--- config.mk ---
export PLATFORM = sky130hd
export DESIGN_NAME = serial_subtractor_flat
export DESIGN_NICKNAME = d
export VERILOG_FILES = /design/src/rtl/serial_subtractor_if.sv /design/src/rtl/serial_subtractor.sv /design/src/flat_wrapper.sv
export SDC_FILE = /design/constraint.sdc
export NUM_CORES = 1
export LEC_CHECK = 0
export BUFFER_PORTS_ARGS = -buffer_cell sky130_fd_sc_hd__clkbuf_2
export CORE_AREA = 2 2 59 61
export DETAILED_ROUTE_END_ITERATION = 10
export DIE_AREA = 0 0 61 63
export PLACE_DENSITY = 0.76
export SETUP_SLACK_MARGIN = 0.15
export SLEW_MARGIN = 20
export SYNTH_ARGS = -nofsm -noshare
export SYNTH_HDL_FRONTEND = slang
export SYNTH_SLANG_ARGS = --single-unit
--- constraint.sdc ---
create_clock -name CLK -period 1.9 [get_ports CLK]
set_input_delay 0.57 -clock CLK [delete_from_list [all_inputs] [get_ports CLK]]
set_output_delay 0.57 -clock CLK [all_outputs]
set_load 0.1 [all_outputs]
--- src/rtl/serial_subtractor_if.sv ---
// rtl/serial_subtractor_if.sv - handshake and result bundle for serial_subtractor
// Optional overflow flag V is present when SERIAL_SUBTRACTOR_OVF_EN is defined.
interface serial_subtractor_if #(
    parameter int WIDTH = 8
);
    logic             START;
    logic [WIDTH-1:0] A;
    logic [WIDTH-1:0] B;
    logic             Bin;
    logic             READY;
    logic             DONE;
    logic [WIDTH-1:0] D;
    logic             Bout;
    logic             Z;
`ifdef SERIAL_SUBTRACTOR_OVF_EN
    logic             V;

    modport master (
        output START, A, B, Bin,
        input  READY, DONE, D, Bout, Z, V
    );

    modport slave (
        input  START, A, B, Bin,
        output READY, DONE, D, Bout, Z, V
    );
`else
    modport master (
        output START, A, B, Bin,
        input  READY, DONE, D, Bout, Z
    );

    modport slave (
        input  START, A, B, Bin,
        output READY, DONE, D, Bout, Z
    );
`endif
endinterface

--- src/rtl/serial_subtractor.sv ---
// rtl/serial_subtractor.sv - bit-serial WIDTH-bit subtractor D = A - B - Bin, LSB first
// Optional feature macro: SERIAL_SUBTRACTOR_OVF_EN adds the two's-complement overflow flag V.
module serial_subtractor #(
    parameter int WIDTH = 8
) (
    input  logic                  CLK,
    input  logic                  RST_N,
    serial_subtractor_if.slave    bus
);
    localparam int CW = $clog2(WIDTH);

    localparam logic [1:0] S_IDLE = 2'd0;
    localparam logic [1:0] S_RUN  = 2'd1;
    localparam logic [1:0] S_FIN  = 2'd2;

    logic [1:0]       state;
    logic [WIDTH-1:0] sa;
    logic [WIDTH-1:0] sb;
    logic [WIDTH-1:0] res;
    logic             br;
    logic [CW-1:0]    cnt;

    logic [WIDTH-1:0] d_reg;
    logic             bout_reg;
    logic             z_reg;

    logic             accept;
    logic             last_bit;
    logic             d_bit;
    logic             br_next;
    logic [WIDTH-1:0] res_next;

    // Full-subtractor cell for the current bit plus acceptance/finish decodes
    always_comb begin
        d_bit    = sa[0] ^ sb[0] ^ br;
        br_next  = (~sa[0] & sb[0]) | (~(sa[0] ^ sb[0]) & br);
        res_next = {d_bit, res[WIDTH-1:1]};
        accept   = bus.START && ((state == S_IDLE) || (state == S_FIN));
        last_bit = (state == S_RUN) && (cnt == CW'(WIDTH - 1));
    end

    // Control FSM: IDLE/FIN accept a new operation, RUN spends exactly WIDTH edges
    always_ff @(posedge CLK or negedge RST_N) begin
        if (!RST_N) begin
            state <= S_IDLE;
            cnt   <= '0;
        end else begin
            case (state)
                S_IDLE, S_FIN: begin
                    if (accept) begin
                        state <= S_RUN;
                        cnt   <= '0;
                    end else begin
                        state <= S_IDLE;
                    end
                end
                S_RUN: begin
                    cnt <= cnt + 1'b1;
                    if (last_bit) begin
                        state <= S_FIN;
                    end
                end
                default: begin
                    state <= S_IDLE;
                    cnt   <= '0;
                end
            endcase
        end
    end

    // Operand shift registers, borrow chain and partial result
    always_ff @(posedge CLK or negedge RST_N) begin
        if (!RST_N) begin
            sa  <= '0;
            sb  <= '0;
            br  <= 1'b0;
            res <= '0;
        end else if (accept) begin
            sa  <= bus.A;
            sb  <= bus.B;
            br  <= bus.Bin;
        end else if (state == S_RUN) begin
            sa  <= {1'b0, sa[WIDTH-1:1]};
            sb  <= {1'b0, sb[WIDTH-1:1]};
            br  <= br_next;
            res <= res_next;
        end
    end

    // Visible results update only on the edge that enters FIN, then hold
    always_ff @(posedge CLK or negedge RST_N) begin
        if (!RST_N) begin
            d_reg    <= '0;
            bout_reg <= 1'b0;
            z_reg    <= 1'b0;
        end else if (last_bit) begin
            d_reg    <= res_next;
            bout_reg <= br_next;
            z_reg    <= (res_next == '0);
        end
    end

`ifdef SERIAL_SUBTRACTOR_OVF_EN
    logic a_sign;
    logic b_sign;
    logic v_reg;

    // Operand sign bits are kept so overflow can be judged once the result MSB appears
    always_ff @(posedge CLK or negedge RST_N) begin
        if (!RST_N) begin
            a_sign <= 1'b0;
            b_sign <= 1'b0;
        end else if (accept) begin
            a_sign <= bus.A[WIDTH-1];
            b_sign <= bus.B[WIDTH-1];
        end
    end

    // Overflow: operand signs differ and result sign differs from the minuend; Bin ignored here
    always_ff @(posedge CLK or negedge RST_N) begin
        if (!RST_N) begin
            v_reg <= 1'b0;
        end else if (last_bit) begin
            v_reg <= (a_sign != b_sign) && (d_bit != a_sign);
        end
    end

    assign bus.V = v_reg;
`endif

    assign bus.READY = (state == S_IDLE) || (state == S_FIN);
    assign bus.DONE  = (state == S_FIN);
    assign bus.D     = d_reg;
    assign bus.Bout  = bout_reg;
    assign bus.Z     = z_reg;

endmodule

--- src/flat_wrapper.sv ---
// flat-port wrapper written by rule: the top's interface ports become plain ports
module serial_subtractor_flat 
#(
    parameter int WIDTH = 8
)
  (CLK, RST_N, bus_START, bus_A, bus_B, bus_Bin, bus_READY, bus_DONE, bus_D, bus_Bout, bus_Z);
  serial_subtractor_if #(.WIDTH(WIDTH)) bus_i ();
  input  logic CLK;
  input  logic RST_N;
  input wire logic [$bits(bus_i.START)-1:0] bus_START;
  input wire logic [$bits(bus_i.A)-1:0] bus_A;
  input wire logic [$bits(bus_i.B)-1:0] bus_B;
  input wire logic [$bits(bus_i.Bin)-1:0] bus_Bin;
  output wire logic [$bits(bus_i.READY)-1:0] bus_READY;
  output wire logic [$bits(bus_i.DONE)-1:0] bus_DONE;
  output wire logic [$bits(bus_i.D)-1:0] bus_D;
  output wire logic [$bits(bus_i.Bout)-1:0] bus_Bout;
  output wire logic [$bits(bus_i.Z)-1:0] bus_Z;
  assign bus_i.START = bus_START;
  assign bus_i.A = bus_A;
  assign bus_i.B = bus_B;
  assign bus_i.Bin = bus_Bin;
  assign bus_READY = bus_i.READY;
  assign bus_DONE = bus_i.DONE;
  assign bus_D = bus_i.D;
  assign bus_Bout = bus_i.Bout;
  assign bus_Z = bus_i.Z;
  serial_subtractor #(.WIDTH(WIDTH)) u_core (.CLK(CLK), .RST_N(RST_N), .bus(bus_i));
endmodule
==> results.sh, run 1 <==
export IMPL_fmax_ghz=0.585
export IMPL_drc=0
export IMPL_hold_path_class="in -> async"
export IMPL_coreArea_um2=3230
export IMPL_synth_cells=163
export IMPL_gp_congestion=0.748
export IMPL_synth_cell_type_count=26
export IMPL_worst_slew_margin_rel_pct=67.9
export IMPL_maxCapViolCount=0
export IMPL_dpl_hpwl_mm=2.22
export IMPL_period_share_pct=90.0
export IMPL_yosys_area_top_type_share_pct=58.9
export IMPL_rsz0062_at_grt="false"
export IMPL_syn_nets=186
export IMPL_synth_area_leaders="dfrtp_1 59%, nand2_1 12%, mux2_2 5.4%, a31oi_1 4.2%, nor2_1 2.7%"
export IMPL_antennaDiodeCount=0
export IMPL_initialDrtViolationCount=53
export IMPL_synth_top_family_by_area="simple AND/OR/NAND/NOR gates"
export IMPL_cts_buffers=5
export IMPL_yosys_area_share_adder_pct=2.72
export IMPL_synth_simple_area_share_pct=18.9
export IMPL_crit_required_ps=1330
export IMPL_layout_drive_gt1_share_pct=29.0
export IMPL_period_needed_ps=1710
export IMPL_synth_xor_area_share_pct=0
export IMPL_vias=1248
export IMPL_synth_mux_area_share_pct=5.43
export IMPL_skew_ps=21.2
export IMPL_path_max_fanout=3
export IMPL_vias_per_cell=5.07
export IMPL_die_area_um2=3840
export IMPL_synth_area_um2=1660
export IMPL_fillers=279
export IMPL_grt_pass1_wl_mm=5.38
export IMPL_grt_overflow=0
export IMPL_status="finished, final reports clean"
export IMPL_final_area_um2=2000
export IMPL_rows=21
export IMPL_htree_num_levels=2
export IMPL_tns_ps=0
export IMPL_ys_ff_latch=39
export IMPL_area_delta_synth_final_pct=20.6
export IMPL_cts_root_buffer="clkbuf_4"
export IMPL_synth_compound_area_share_pct=9.43
export IMPL_drtAntennaViolNets=0
export IMPL_worst_setup_path_type="reg -> out"
export IMPL_nets=222
export IMPL_multi_input_area_um2=612
export IMPL_critPathCaptureType="output port"
export IMPL_seq_area_frac_synth_pct=58.9
export IMPL_drt_wl_total_mm=3.10
export IMPL_grt_max_degree=40
export IMPL_antenna_found_initial=0
export IMPL_tightest_slew_ps=481
export IMPL_first_pass_iters=4
export IMPL_yosys_area_top_type="dfrtp_1"
export IMPL_die_y_um=63
export IMPL_finalMaxSlewViolations=0
export IMPL_clock_sinks=39
export IMPL_start_util_pct=51.3
export IMPL_ys_warn_count=0
export IMPL_seqCellArea_um2=977
export IMPL_setup_viol=0
export IMPL_clkTransAtPathRegs_ps=130
export IMPL_cp_start_kind="flop"
export IMPL_hold_viol_final=0
export IMPL_cts_tree="yes"
export IMPL_port_buffers=31
export IMPL_arrival_ps=1140
export IMPL_io_pins=32
export IMPL_grt_pass1_vias=1203
export IMPL_die_x_um=61
export IMPL_wire_per_inst_um=12.6
export IMPL_cts_hold_buf=0
export IMPL_grt_usage_pct=19.0
export IMPL_dpl_cell_area_um2=1900
export IMPL_avgSynthCellArea_um2=10.2
export IMPL_clk_latency_ps=360
export IMPL_clk_path_buf_depth=2
==> sequential cells by signal (all words and copies together) (netlist names) <==
| name | cells |
|---|---|
| u_core.res | 7 |
| u_core.bus.Z | 1 |
| u_core.sb | 8 |
| u_core.br | 1 |
| u_core.bus.D | 8 |
| u_core.bus.Bout | 1 |
| u_core.cnt | 3 |
| u_core.state | 2 |
| u_core.sa | 8 |
==> Yosys cell counts (all sizes together) <==
| cell type | instances |
|---|---|
| a21oi | 2 |
| a221o | 1 |
| a22o | 2 |
| a22oi | 2 |
| a31oi | 11 |
| and2b | 1 |
| buf | 7 |
| clkbuf | 3 |
| dfrtp | 39 |
| fa | 1 |
| ha | 2 |
| inv | 4 |
| mux2 | 8 |
| nand2 | 51 |
| nand2b | 2 |
| nand3 | 2 |
| nand3b | 1 |
| nor2 | 12 |
| nor2b | 2 |
| nor3 | 2 |
| nor4 | 2 |
| o21ai | 4 |
| o22ai | 1 |
| o2bb2ai | 1 |
==> what timing repair did <==
| action | CTS | global route |
|---|---|---|
| cloned | 0 | 0 |
| buffers inserted | 1 | 0 |
| gates resized for setup | 9 | 2 |
| setup endpoints to repair | 10 | 2 |
==> critical path, stage by stage (launching register included) <==
cell and delay, ps:
dfrtp_2 460, nor2b_4 140, buf_12 180
==> routing by layer <==
layer  GRT usage (%)  vias to the layer above  share of wire [%]
met5               0                        -                  0
met4            6.52                        0                1.6
met3            6.42                        6                4.0
met2            27.7                       23                 48
met1            26.5                      604                 47
li1                -                      615                  -
==> layout by cell type, fill, tap and decap left out, types with 4 or more instances in the layout <==
master and instances:
a31oi_1 11, buf_4 8, clkbuf_2 19, clkbuf_4 13, dfrtp_1 38, inv_1 4, mux2_2 8, nand2_1 51
nor2_1 12, o21ai_0 4
==> path summary, 6_finish.rpt <==
| path | from | endpoint | slack (ps) | depth (start not counted) |
|---|---|---|---|---|
| max | u_core.state[0] | bus_DONE | 190 | 2 |
| min | RST_N | u_core.state[0] | 240 | 2 |
| max reg2reg | u_core.cnt[0] | u_core.bus.D[1] | 320 | 4 |
| min reg2reg | u_core.bus.Bout | u_core.bus.Bout | 490 | 2 |
| max in group asynchronous | RST_N | u_core.state[0] | 1310 | 2 |
| min in group CLK | bus_B[7] | u_core.sb[7] | 410 | 3 |
==> metrics by stage <==
stage | util [%] | hold WS (ps) | worst slack, ps | cells
CTS | 61.9 | 244 | 156 | 246
detailed placement | 58.7 | 471 | 338 | 237
finish | 61.9 | 241 | 190 | 246
floorplan | - | 274 | 262 | 163
global placement | 58.7 | 468 | 402 | 237
global route | 61.9 | 272 | 151 | 246
==> logic make-up (layout without fill, tap and decap cells) <==
kind of cell             after synthesis  after routing
AND/OR/NAND/NOR                       75             75
buffers and inverters                 14             51
AO/OA/AOI/OAI                         24             24
multiplexers                           8              8
adder cells (fa/ha/maj)                3              3
flip-flops                            39             39
==> layout make-up <==
type | instances | share of cell area, %
clock inverters | 1 | 0.375
multi-input cells | 110 | 30.6
well taps | 46 | 2.88
clock buffers | 7 | 3.25
repair buffers | 39 | 13.3
inverters | 4 | 0.751
flip-flops and latches | 39 | 48.9
Power of run 1 is left out: the tool's default activity adds up to more than one toggle a clock period on the data nets, which glitch-free logic cannot reach.
==> run 2: changes to the inputs <==
--- a/config.mk
+++ b/config.mk
@@ -6,9 +6,10 @@
 export NUM_CORES = 1
 export LEC_CHECK = 0
+export ABC_AREA = 1
 export BUFFER_PORTS_ARGS = -buffer_cell sky130_fd_sc_hd__clkbuf_2
-export CORE_AREA = 2 2 59 61
+export CORE_AREA = 2 2 61 63
 export DETAILED_ROUTE_END_ITERATION = 10
-export DIE_AREA = 0 0 61 63
-export PLACE_DENSITY = 0.76
+export DIE_AREA = 0 0 63 65
+export PLACE_DENSITY = 0.75
 export SETUP_SLACK_MARGIN = 0.15
 export SLEW_MARGIN = 20
==> constraint.sdc (replaced) <==
create_clock -name CLK -period 1.9 [get_ports CLK]
set_input_delay 0.57 -clock CLK [delete_from_list [all_inputs] [get_ports CLK]]
set_output_delay 0.57 -clock CLK [all_outputs]
set_load 0.01 [all_outputs]
==> results.sh, run 2 <==
export IMPL_synth_most_common_cell="nand2_1"
export IMPL_vias_per_cell=4.67
export IMPL_path_max_fanout=4
export IMPL_grt_max_degree=40
export IMPL_cpPeakStageDelay_ps=450
export IMPL_synth_ff_type="dfrtp_1"
export IMPL_grt_pass1_wl_mm=5.39
export IMPL_synth_cells=215
export IMPL_seq_area_frac_synth_pct=55.0
export IMPL_dpl_hpwl_mm=2.23
export IMPL_synth_area_leaders="dfrtp_1 55%, nand2_1 20%, inv_1 5.5%, o21ai_2 3.9%, nand3_1 3.7%"
export IMPL_finalMaxSlewViolations=0
export IMPL_arrival_ps=1050
export IMPL_final_common_cell="nand2_1"
export IMPL_crit_required_ps=1330
export IMPL_cp_top_family="flip-flops"
export IMPL_first_pass_iters=4
export IMPL_die_y_um=65
export IMPL_worst_setup_path_type="reg -> out"
export IMPL_ys_ff_latch=39
export IMPL_layout_drive_gt1_share_pct=23.5
export IMPL_clkTransAtPathRegs_ps=110
export IMPL_synth_common_cells="93 x nand2_1, 39 x dfrtp_1, 26 x inv_1, 13 x nand3_1, 12 x o21ai_0"
export IMPL_htree_num_levels=2
export IMPL_synth_cell_type_count=18
export IMPL_gp_congestion=0.774
export IMPL_finalPower_uw=3050
export IMPL_wire_per_inst_um=10.5
export IMPL_grt_pass1_vias=1243
export IMPL_synth_edf_count=0
export IMPL_port_buffers=31
export IMPL_cp_start_kind="flop"
export IMPL_yosys_area_top_type="dfrtp_1"
export IMPL_tightest_slew_ps=473
export IMPL_hold_viol_final=0
export IMPL_period_needed_ps=1620
export IMPL_clk_path_buf_depth=2
export IMPL_synth_area_um2=1780
export IMPL_maxCapViolCount=0
export IMPL_cts_hold_buf=0
export IMPL_worst_path_buf_inv=1
export IMPL_syn_nets=238
export IMPL_yosys_area_top_type_share_pct=55.0
export IMPL_worst_slew_margin_rel_pct=68.4
export IMPL_cts_tree="yes"
export IMPL_ys_warn_count=0
export IMPL_grt_usage_pct=16.9
export IMPL_fillers=338
export IMPL_drc=0
export IMPL_peakVddDrop_uv=629
export IMPL_clk_latency_ps=340
export IMPL_hold_path_class="in -> async"
export IMPL_antennaDiodeCount=0
export IMPL_die_area_um2=4100
export IMPL_clock_sinks=39
export IMPL_post_cts_buffers=0
export IMPL_setup_viol=0
export IMPL_start_util_pct=50.8
export IMPL_fmax_ghz=0.619
export IMPL_initialDrtViolationCount=55
export IMPL_p_per_area_nw_per_um2=1500
export IMPL_cp_slowest_cell="dfrtp_1"
export IMPL_tns_ps=0
export IMPL_avgSynthCellArea_um2=8.26
export IMPL_critPathCaptureType="output port"
export IMPL_area_delta_synth_final_pct=14.4
export IMPL_leakage_uw=0.00116
export IMPL_rsz0062_at_grt="false"
export IMPL_drt_wl_total_mm=3.15
export IMPL_async_flop_share_pct=100
export IMPL_coreArea_um2=3500
export IMPL_die_x_um=63
export IMPL_nets=273
export IMPL_period_share_pct=85.0
export IMPL_r2r_slack_ps=400
export IMPL_skew_ps=7.79
export IMPL_status="finished, final reports clean"
export IMPL_final_cell_mix="93 x nand2_1, 39 x dfrtp_1, 31 x clkbuf_2"
export IMPL_cts_buffers=5
export IMPL_cp_cell_sequence="nor2_1 -> clkbuf_2"
export IMPL_grt_overflow=0
export IMPL_cts_resized_gates=0
export IMPL_vias=1395
export IMPL_antenna_found_initial=0
export IMPL_drtAntennaViolNets=0
export IMPL_rows=22
export IMPL_io_pins=32
export IMPL_cts_root_buffer="clkbuf_4"
==> run 2: cell count changes after synthesis, moves of 3 or more <==
cell     delta
nor2_1      -6
nand2_1    +42
inv_1      +22
mux2_2      -8
nand2_2     +3
a31oi_1    -11
o21ai_2     +8
nand3_1    +11
o21ai_0     +8
==> run 2: area by class of cell <==
type                    instances  area (um^2)  area share [%]
multi-input cells             141          654            32.2
inverters                      29          111            5.48
repair buffers                 34          178            8.74
well taps                      48         60.1            2.96
clock buffers                   5         37.5            1.85
flip-flops and latches         39          976            48.0
clock inverters                 3         15.0           0.739
==> run 2: logic make-up (layout without fill, tap and decap cells) <==
group,after synthesis,after routing,share of synthesized area (%)
fa+ha+maj,3,3,2.54
compound gates,20,20,7.33
flops,39,39,55.0
simple gates,118,118,27.0
buf+inv,35,71,8.17
==> run 2: final timing paths <==
| check | to | cells after the start | startpoint |
|---|---|---|---|
| max | bus_DONE | 2 | u_core.state[0] |
| min | u_core.bus.D[1] | 2 | RST_N |
| max reg2reg | u_core.sb[0] | 5 | u_core.state[0] |
| min reg2reg | u_core.sb[1] | 2 | u_core.sb[1] |
| max in group asynchronous | u_core.bus.Bout | 2 | RST_N |
| min in group CLK | u_core.sb[7] | 3 | bus_B[7] |
==> run 2: power by group <==
part	internal [uW]	leakage [uW]	switching [uW]
registers	1190	0.000495	208
logic	465	0.000628	790
clock network	138	0.0000347	264
total	1790	0.00116	1260
==> run 2: per-layer routing <==
metal  track usage [%]  share of wire [%]  vias up
li1                  -                  -      719
met1              22.5                 47      627
met2              26.2                 45       44
met3              4.17                6.0        5
met4              7.50                1.4        0
met5                 0                  0        -
==> run 2: metrics by stage <==
stage          cells  worst slack [ps]  util, %  instance area [um^2]  hold slack (ps)
2_1_floorplan    215               621        -                  1780              274
3_3_place_gp     291               457     56.6                  1980              462
3_5_place_dp     291               420     56.6                  1980              465
4_1_cts          299               268     58.1                  2030              268
5_1_grt          299               225     58.1                  2030              295
6_report         299               284     58.1                  2030              247
No activity file was read; power rests on OpenSTA's default activity.
